[config.mk]
export PLATFORM = sky130hd
export DESIGN_NAME = binary_cnn_classifier
export DESIGN_NICKNAME = d
export VERILOG_FILES = /design/src/rtl/binary_cnn_pkg.sv /design/src/rtl/binary_cnn_classifier_popcount9.sv /design/src/rtl/binary_cnn_classifier.sv
export SDC_FILE = /design/constraint.sdc
export NUM_CORES = 1
export LEC_CHECK = 0
export CAP_MARGIN = 20
export CORE_MARGIN = 5
export CORE_UTILIZATION = 63
export CTS_CLUSTER_DIAMETER = 150
export DETAILED_ROUTE_END_ITERATION = 12
export PLACE_DENSITY = 0.85
export SETUP_SLACK_MARGIN = 0.15
export SLEW_MARGIN = 15
export SYNTH_ARGS = -nofsm -noshare
export SYNTH_HDL_FRONTEND = slang
export SYNTH_SLANG_ARGS = --single-unit
[constraint.sdc]
create_clock -name clk -period 19.5 [get_ports clk]
set_input_delay 2.925 -clock clk [delete_from_list [all_inputs] [get_ports clk]]
set_output_delay 2.925 -clock clk [all_outputs]
set_load 0.005 [all_outputs]
[src/rtl/binary_cnn_pkg.sv]
// +----------------------------------------------------------------------------+
// | binary_cnn_pkg                                                             |
// | State encoding, tap constants and sizing helpers for the binary classifier.|
// | Revision: 1.0                                                              |
// +----------------------------------------------------------------------------+
`default_nettype none

package binary_cnn_pkg;

    localparam logic [1:0] ST_IDLE   = 2'd0;
    localparam logic [1:0] ST_CONV   = 2'd1;
    localparam logic [1:0] ST_ARGMAX = 2'd2;

    localparam int KDIM = 3;
    localparam int TAPS = KDIM * KDIM;

    function automatic int num_windows(input int w, input int h);
        return (w - 2) * (h - 2);
    endfunction

    // Sized for the worst case: every tap of every window set.
    function automatic int acc_width(input int w, input int h);
        return $clog2(TAPS * num_windows(w, h) + 1);
    endfunction

    function automatic int cls_width(input int n);
        return (n < 2) ? 1 : $clog2(n);
    endfunction

endpackage

`default_nettype wire

[src/rtl/binary_cnn_classifier_popcount9.sv]
// +----------------------------------------------------------------------------+
// | popcount9                                                                  |
// | Combinational population count of a 9-bit vector (result 0..9).            |
// | Revision: 1.0                                                              |
// +----------------------------------------------------------------------------+
`default_nettype none

module popcount9 (
    input  logic [8:0] i_bits,
    output logic [3:0] o_count
);

    always_comb begin
        o_count = '0;
        for (int i = 0; i < 9; i++) begin
            o_count = o_count + 4'(i_bits[i]);
        end
    end

endmodule

`default_nettype wire

[src/rtl/binary_cnn_classifier.sv]
// +----------------------------------------------------------------------------+
// | binary_cnn_classifier                                                      |
// | Slides one 3x3 binary kernel per class over a binary image, accumulates    |
// | AND-popcount scores, then picks the argmax one class per cycle.            |
// | Optional macro SCORE_OUT_EN adds the best_score output port.               |
// | Revision: 1.0                                                              |
// +----------------------------------------------------------------------------+
`default_nettype none

module binary_cnn_classifier
    import binary_cnn_pkg::*;
#(
    parameter int IMG_W       = 8,
    parameter int IMG_H       = 8,
    parameter int NUM_CLASSES = 10
) (
    input  logic                                  clk,
    input  logic                                  rst_n,
    input  logic [IMG_W*IMG_H-1:0]                image_input,
    input  logic [NUM_CLASSES*TAPS-1:0]           kernels,
    input  logic                                  start,
    output logic                                  busy,
    output logic                                  done,
    output logic [cls_width(NUM_CLASSES)-1:0]     classification
`ifdef SCORE_OUT_EN
    ,
    output logic [acc_width(IMG_W, IMG_H)-1:0]    best_score
`endif
);

    localparam int ACC_W  = acc_width(IMG_W, IMG_H);
    localparam int CLS_W  = cls_width(NUM_CLASSES);
    localparam int ROW_W  = $clog2(IMG_H);
    localparam int COL_W  = $clog2(IMG_W);
    localparam int LAST_R = IMG_H - 3;
    localparam int LAST_C = IMG_W - 3;

    logic [1:0]         r_state;
    logic [1:0]         w_next;
    logic               w_accept;
    logic               w_conv_en;
    logic               w_conv_last;
    logic               w_arg_en;
    logic               w_arg_last;

    logic [IMG_W-1:0]   r_rows [IMG_H];
    logic [TAPS-1:0]    r_kern [NUM_CLASSES];
    logic [ROW_W-1:0]   r_wr;
    logic [COL_W-1:0]   r_wc;
    logic [CLS_W-1:0]   r_idx;
    logic [ACC_W-1:0]   r_acc [NUM_CLASSES];
    logic [ACC_W-1:0]   r_best_val;
    logic [CLS_W-1:0]   r_best_idx;
    logic               r_busy;
    logic               r_done;
    logic [CLS_W-1:0]   r_class;

    logic [TAPS-1:0]    w_window;
    logic [3:0]         w_cnt [NUM_CLASSES];
    logic               w_take;
    logic [ACC_W-1:0]   w_cand_val;
    logic [CLS_W-1:0]   w_cand_idx;

    always_ff @(posedge clk or negedge rst_n) begin
        if (!rst_n) begin
            r_state <= ST_IDLE;
        end else begin
            r_state <= w_next;
        end
    end

    always_comb begin
        w_next = r_state;
        case (r_state)
            ST_IDLE:   if (start)       w_next = ST_CONV;
            ST_CONV:   if (w_conv_last) w_next = ST_ARGMAX;
            ST_ARGMAX: if (w_arg_last)  w_next = ST_IDLE;
            default:                    w_next = ST_IDLE;
        endcase
    end

    always_comb begin
        w_accept    = (r_state == ST_IDLE) && start;
        w_conv_en   = (r_state == ST_CONV);
        w_conv_last = w_conv_en && (r_wr == ROW_W'(LAST_R)) && (r_wc == COL_W'(LAST_C));
        w_arg_en    = (r_state == ST_ARGMAX);
        w_arg_last  = w_arg_en && (r_idx == CLS_W'(NUM_CLASSES - 1));
    end

    // Operands are captured once so the source may change during the run.
    always_ff @(posedge clk) begin
        if (w_accept) begin
            for (int r = 0; r < IMG_H; r++) begin
                r_rows[r] <= image_input[r*IMG_W +: IMG_W];
            end
            for (int c = 0; c < NUM_CLASSES; c++) begin
                r_kern[c] <= kernels[c*TAPS +: TAPS];
            end
        end
    end

    always_comb begin
        w_window = '0;
        for (int kr = 0; kr < KDIM; kr++) begin
            for (int kc = 0; kc < KDIM; kc++) begin
                w_window[kr*KDIM + kc] = r_rows[r_wr + ROW_W'(kr)][r_wc + COL_W'(kc)];
            end
        end
    end

    for (genvar g = 0; g < NUM_CLASSES; g++) begin : g_class
        popcount9 u_popcount (
            .i_bits  (w_window & r_kern[g]),
            .o_count (w_cnt[g])
        );
    end

    // Strict compare keeps the earliest index on ties.
    always_comb begin
        w_take     = (r_idx == '0) || (r_acc[r_idx] > r_best_val);
        w_cand_val = w_take ? r_acc[r_idx] : r_best_val;
        w_cand_idx = w_take ? r_idx : r_best_idx;
    end

    always_ff @(posedge clk or negedge rst_n) begin
        if (!rst_n) begin
            r_wr       <= '0;
            r_wc       <= '0;
            r_idx      <= '0;
            r_best_val <= '0;
            r_best_idx <= '0;
            r_busy     <= 1'b0;
            r_done     <= 1'b0;
            r_class    <= '0;
            for (int c = 0; c < NUM_CLASSES; c++) begin
                r_acc[c] <= '0;
            end
        end else begin
            r_done <= 1'b0;
            if (w_accept) begin
                r_wr       <= '0;
                r_wc       <= '0;
                r_idx      <= '0;
                r_best_val <= '0;
                r_best_idx <= '0;
                r_busy     <= 1'b1;
                for (int c = 0; c < NUM_CLASSES; c++) begin
                    r_acc[c] <= '0;
                end
            end else if (w_conv_en) begin
                for (int c = 0; c < NUM_CLASSES; c++) begin
                    r_acc[c] <= r_acc[c] + ACC_W'(w_cnt[c]);
                end
                if (r_wc == COL_W'(LAST_C)) begin
                    r_wc <= '0;
                    if (!w_conv_last) begin
                        r_wr <= r_wr + 1'b1;
                    end
                end else begin
                    r_wc <= r_wc + 1'b1;
                end
            end else if (w_arg_en) begin
                r_best_val <= w_cand_val;
                r_best_idx <= w_cand_idx;
                r_idx      <= r_idx + 1'b1;
                if (w_arg_last) begin
                    r_class <= w_cand_idx;
                    r_done  <= 1'b1;
                    r_busy  <= 1'b0;
                end
            end
        end
    end

`ifdef SCORE_OUT_EN
    logic [ACC_W-1:0] r_score;

    always_ff @(posedge clk or negedge rst_n) begin
        if (!rst_n) begin
            r_score <= '0;
        end else if (w_arg_last) begin
            r_score <= w_cand_val;
        end
    end

    assign best_score = r_score;
`endif

    assign busy           = r_busy;
    assign done           = r_done;
    assign classification = r_class;

endmodule

`default_nettype wire

# == After elaboration in Yosys (flattened, before gate mapping) ==
# Memory sizes are Yosys's and may differ from the RTL's.
# Cells that the tools add are included.
# op_classes
bitwise_logic,13
n_reduce_logical,18
n_addsub,95
n_eq_ne,10
muxes,55
order_cmp,5
# ops
op,n
adder 4 x 1 -> 4 bit,70
two-way mux 90 bit,2
adder 9 x 4 -> 9 bit,10
bitwise AND 9 bit,10
two-way mux 9 bit,6
binary-select mux 9 bit (select 4 bit),1
two-way mux 4 bit,7
binary-select mux 1 bit (select 3 bit),9
two-way mux 3 bit,7
adder 1 x 1 -> 2 bit,10
two-way mux 1 bit,19
< comparator 3 x 4 -> 1 bit (second input constant),3
AND reduction 3 bit,4
nonzero test 2 bit,5
> comparator 9 bit,1
adder 3 x 1 -> 3 bit (second input constant),2
adder 3 x 2 -> 3 bit (second input constant),2
== test 3 bit (second input constant),2
two-way mux 2 bit,3
inequality test 2 bit (second input constant),3
case mux 2 bit (3 select lines),1
>= comparator 5 bit (second input constant),1
inverter 4 -> 5 bit,1
adder 4 x 1 -> 4 bit (second input constant),1
11 further kinds,16
# word_totals
word_cells,217
ramBits,154
out_inout_bits,6
regBits,121
in_bits,157
mem_count,2
# memory_table
name,depth,width,rd,rd_ports_with_merged_regs,write_ports,line_no,text
r_kern,10,9,10,0,10,binary_cnn_classifier.sv:47,logic [TAPS-1:0] r_kern [NUM_CLASSES];
r_rows,8,8,3,0,8,binary_cnn_classifier.sv:46,logic [IMG_W-1:0] r_rows [IMG_H];

# == Longest topological paths before layout ==
# An unclocked memory read counts as a cell.
# logic_depth
depth_word,16
ltp_mapped,27
mapped_depth_nobuf,24

# == By module ==
# From an unflattened synthesis, not the netlist that was laid out.
# unflattened
cells_unflattened,1520
area_unflattened_um2,17006.3
# modules_own_cells
mod,cells_per_inst,seq_area_each_um2,n_inst,area_each_um2
binary_cnn_classifier,1270,7652.3,1,14891.8
popcount9,25,0.0,10,211.5

# == Worst setup path after synthesis ==
# Ideal clock, no wire load.
# synth_timing
path_kind,input-to-reg
start,in start
end,reg r_acc[72] (netlist name)
stages,5
required_time_ps,19137
t_arrival_ps,8165
slack_ps,10972
setup_time_ps,363
path_cell_list,nand2_1 inv_1 clkbuf_1 clkbuf_1 o21ai_0
# synth_via
elab_chain_len,2
# synth_rtl
element,line_no,text
start: declaration,binary_cnn_classifier.sv:21,"input logic start,"
logical AND 1 bit (*),binary_cnn_classifier.sv:83,w_accept = (r_state == ST_IDLE) && start;
via w_accept,binary_cnn_classifier.sv:40,logic w_accept;
two-way mux 90 bit / nonzero test 2 bit (equally long branches),-,
end signal: indexed assignment,binary_cnn_classifier.sv:152,r_acc[c] <= r_acc[c] + ACC_W'(w_cnt[c]);
end: declaration,binary_cnn_classifier.sv:51,logic [ACC_W-1:0] r_acc [NUM_CLASSES];
# The timed path passes the listed nets; every way through them passes the cells marked *.
# A chain may end at the register's enable or synchronous reset.

# == Worst setup path after layout ==
# layout_timing
start,reg r_wr[1]
end,reg r_acc[8] (netlist name)
# layout_via
elab_chain_len,15
# layout_rtl
element,line_no,text
start: declaration,binary_cnn_classifier.sv:48,logic [ROW_W-1:0] r_wr;
start signal: assignment,binary_cnn_classifier.sv:157,r_wr <= r_wr + 1'b1;
memory (8 x 8 bit) (*),-,
binary-select mux 1 bit (select 3 bit),binary_cnn_classifier.sv:106,w_window[kr*KDIM + kc] = r_rows[r_wr + ROW_W'(kr)][r_wc + COL_W'(kc)];
two-way mux 1 bit (implied by the code),binary_cnn_classifier.sv:106,
bitwise AND 9 bit (*),binary_cnn_classifier.sv:113,".i_bits (w_window & r_kern[g]),"
adder 1 x 1 -> 2 bit,binary_cnn_classifier_popcount9.sv:16,o_count = o_count + 4'(i_bits[i]);
adder 4 x 1 -> 4 bit (6 in series),binary_cnn_classifier_popcount9.sv:16,
adder 4 x 1 -> 4 bit (*),binary_cnn_classifier_popcount9.sv:16,
adder 9 x 4 -> 9 bit (*),binary_cnn_classifier.sv:152,
two-way mux 90 bit (*),binary_cnn_classifier.sv:150,end else if (w_conv_en) begin
two-way mux 90 bit (*),binary_cnn_classifier.sv:140,if (w_accept) begin
# Every way passes the cells marked *; elsewhere a longest branch is shown, timed or not. The select of a mux whose other input is x is not followed.

==> reports/summary.txt <==
Final core utilization: 0.740
Place WS: 11.96 ns
Final-report max-slew violation count: 0
Critical path data arrival time: 8.04 ns
Clock buffer depth: 3
Most frequent CP cell: sky130_fd_sc_hd__fa_1
Total instance count after detailed placement: 1954
Relative slew slack: 0.340
Avg Inst Size Synth: 12.1 um^2
Detailed-route via count: 12500
Num rows: 61
Buffers plus inverters on the worst setup path: 4
Run status: completed
Highest-delay cell along the critical path: sky130_fd_sc_hd__a211oi_2
Maximum fanout encountered on the critical timing path: 57
DRC violation count after routing: 0
Ratio of cells with drive above 1 in the final layout: 0.104
Post-route minimum period: 7.60 ns
Sum of routed wire length over all layers: 41.4 mm
Post-synthesis instance area: 17700 um^2
Setup tns final: 0 ns
Largest delay contributor family on the critical path: adder cells
Worst skew pair latency: 0.57 ns
Max incr delay on CP: 0.79 ns
Worst Setup End Kind: register
Effective utilization at floorplan: 0.636
# clock sinks: 275
Post-synthesis sequential element count: 275
Setup repair after global routing missed its margin: no
Peak clock frequency supported by timing: 132 MHz
DIE HEIGHT: 178 um
Count of fill cells added during filler insertion: 1751
Area of the core: 27800 um^2
Violation count after the first detailed-route iteration: 1197
Number of hold-repair buffers added at the cts stage: 0
Setup CP Type: reg2reg
Yosys synthesis warning count: 0
Wire length of the first global-routing pass: 67.1 mm
CTS Buf Count: 29
Number of antenna violations at the first check in global routing: 0
Number of top-level pins: 163
Worst-path clk slew: 0.06 ns
Die Outline Area: 31500 um^2
Transition time at the pin with the least slew margin: 0.990 ns
Area added between synthesis and finish: 16.3%
Number of antenna repair diodes: 0
Critical path, cell by cell: buf_4 > inv_1 > ha_1 > mux4_2 > mux2i_1 > a22oi_1 > o22ai_1 > a211oi_2 > nand2_1 > fa_1 > fa_1 > fa_1 > inv_1 > ha_1 > fa_1 > inv_1 > fa_1 > nand3b_1 > a21oi_1 > nand2_1 > o211ai_1 > o31ai_1
Final worst-path setup slack: 11.90 ns
Number of distinct library cell variants in the gate-level netlist after synthesis: 65
Input/output buffers: 162
Non-filler cells in the finished layout: 2009
Mapped Cells: 1467
HPWL after detailed placement: 29.6 mm
Via count of the first global-routing pass: 12800
Clock skew: 0.0194 ns
Worst-case register-to-register setup slack: 11.90 ns
Number of search-and-repair iterations in the first detailed-routing pass: 6
Buffer type at the clock tree root: sky130_fd_sc_hd__clkbuf_16
H-Tree Level Count: 1
Largest net degree at the start of global routing: 92
Main synth FF type: sky130_fd_sc_hd__edfxtp_1
Synth Net Count: 1810
Routed wire length per instance: 20.6 um
Type of origin of the critical path: register
Max-Cap Viols: 0
Post_cts resized: 0
Die Width: 178 um
Final hold vios: 0
Global placer's final weighted congestion: 0.903
Routed vias/inst: 6.23
Final global-route overflow total: 0
WP data required: 19.94 ns
TritonCTS clock tree: yes
Residual antenna-violating net count after detailed routing: 0
Fin crit share: 0.390
Final-stage net count: 1951
Total global-route track usage: 0.266
Number of enable-type register cells in the synthesized netlist: 154
Post CTS Setup Buffer Count: 0
Min-Delay Path Class: reg2reg
Sequential element share of the synthesized area: 0.433
Final setup violation count: 0
Fraction of registers with async set or reset after synthesis: 0.440
==> metal layers <==
layer  wire length, um  global-route usage
met1             16700               0.373
met2             20300               0.437
met3              3390              0.0505
met4               960              0.0661
met5                 0                   0
==> metrics by stage <==
stage / hold WS, ns / cell area, um^2
floorplan: 0.440 / 17700
global placement: 0.463 / 19500
detailed placement: 0.474 / 19500
CTS: 0.487 / 20500
global route: 0.493 / 20600
finish: 0.490 / 20600
==> cells in the final DEF (no fill, tap or decap), types with 13 or more instances in the layout <==
| cell type | count |
|---|---|
| sky130_fd_sc_hd__clkdlybuf4s50_1 | 161 |
| sky130_fd_sc_hd__nand2_1 | 154 |
| sky130_fd_sc_hd__edfxtp_1 | 154 |
| sky130_fd_sc_hd__ha_1 | 126 |
| sky130_fd_sc_hd__dfrtp_1 | 119 |
| sky130_fd_sc_hd__inv_1 | 114 |
| sky130_fd_sc_hd__nand3_1 | 78 |
| sky130_fd_sc_hd__o21ai_0 | 75 |
| sky130_fd_sc_hd__mux2i_1 | 71 |
| sky130_fd_sc_hd__mux4_2 | 71 |
| sky130_fd_sc_hd__fa_1 | 60 |
| sky130_fd_sc_hd__a21oi_1 | 57 |
| sky130_fd_sc_hd__nor2_1 | 37 |
| sky130_fd_sc_hd__clkbuf_16 | 29 |
| sky130_fd_sc_hd__a21o_1 | 25 |
| sky130_fd_sc_hd__xnor2_1 | 24 |
| sky130_fd_sc_hd__and2_1 | 24 |
| sky130_fd_sc_hd__nor2b_1 | 17 |
| sky130_fd_sc_hd__a22oi_1 | 17 |
| sky130_fd_sc_hd__nand2b_1 | 13 |
| sky130_fd_sc_hd__o2111ai_1 | 13 |
| sky130_fd_sc_hd__buf_4 | 13 |
==> sequential cells by signal, summed over array words and instances, names as in the netlist <==
| name | count |
|---|---|
| r_wc | 3 |
| classification | 4 |
| r_state | 2 |
| r_kern | 90 |
| r_idx | 4 |
| r_wr | 3 |
| busy | 1 |
| r_best_val | 9 |
| r_acc | 90 |
| r_rows | 64 |
| done | 1 |
| r_best_idx | 4 |
==> cell families after synthesis <==
logic type                 after synthesis  share of synthesized area
and+or+nand+nor                        372                      0.100
DFF                                    275                      0.433
xor gates and xnor gates                37                     0.0188
buffers and inverters                  182                     0.0460
adders and majority gates              186                      0.157
muxes                                  166                      0.154
AOI/OAI and AO/OA                      249                     0.0909
==> cell usage after synthesis, types with 12 or more instances <==
cell type	number	share of area
sky130_fd_sc_hd__a21o_1	25	0.011
sky130_fd_sc_hd__a21oi_1	57	0.016
sky130_fd_sc_hd__a22oi_1	17	0.0072
sky130_fd_sc_hd__and2_1	24	0.0085
sky130_fd_sc_hd__clkbuf_1	35	0.0074
sky130_fd_sc_hd__dfrtp_1	121	0.17
sky130_fd_sc_hd__edfxtp_1	154	0.26
sky130_fd_sc_hd__fa_1	60	0.068
sky130_fd_sc_hd__ha_1	126	0.089
sky130_fd_sc_hd__inv_1	115	0.024
sky130_fd_sc_hd__mux2_2	12	0.0076
sky130_fd_sc_hd__mux2i_1	71	0.040
sky130_fd_sc_hd__mux4_2	71	0.090
sky130_fd_sc_hd__nand2_1	155	0.033
sky130_fd_sc_hd__nand2b_1	14	0.0050
sky130_fd_sc_hd__nand3_1	78	0.022
sky130_fd_sc_hd__nor2_1	37	0.0079
sky130_fd_sc_hd__nor2b_1	18	0.0064
sky130_fd_sc_hd__o2111ai_1	13	0.0064
sky130_fd_sc_hd__o21ai_0	75	0.021
sky130_fd_sc_hd__xnor2_1	24	0.012
sky130_fd_sc_hd__xor2_1	12	0.0059
==> area by class of cell <==
type / instances / area [um^2] / area share
clock buffer: 34 / 744 / 0.0362
tap: 378 / 473 / 0.0230
sequential: 275 / 7660 / 0.373
clock inverter: 20 / 277 / 0.0135
timing repair buffer: 175 / 1740 / 0.0845
inverter: 117 / 444 / 0.0216
multi-input combinational: 1010 / 9220 / 0.449
==> worst paths after layout <==
kind / start / end / cells after the start
max: r_wr[1] / r_acc[8] / 22
min: r_acc[35] / r_acc[35] / 1
max reg2reg: r_wr[1] / r_acc[8] / 22
min reg2reg: r_acc[35] / r_acc[35] / 1
max in group asynchronous: rst_n / r_wr[0] / 2
min in group asynchronous: rst_n / r_acc[48] / 1
Power is left out: the tool's default activity adds up to more than one toggle a clock period on the data nets, which glitch-free logic cannot reach.
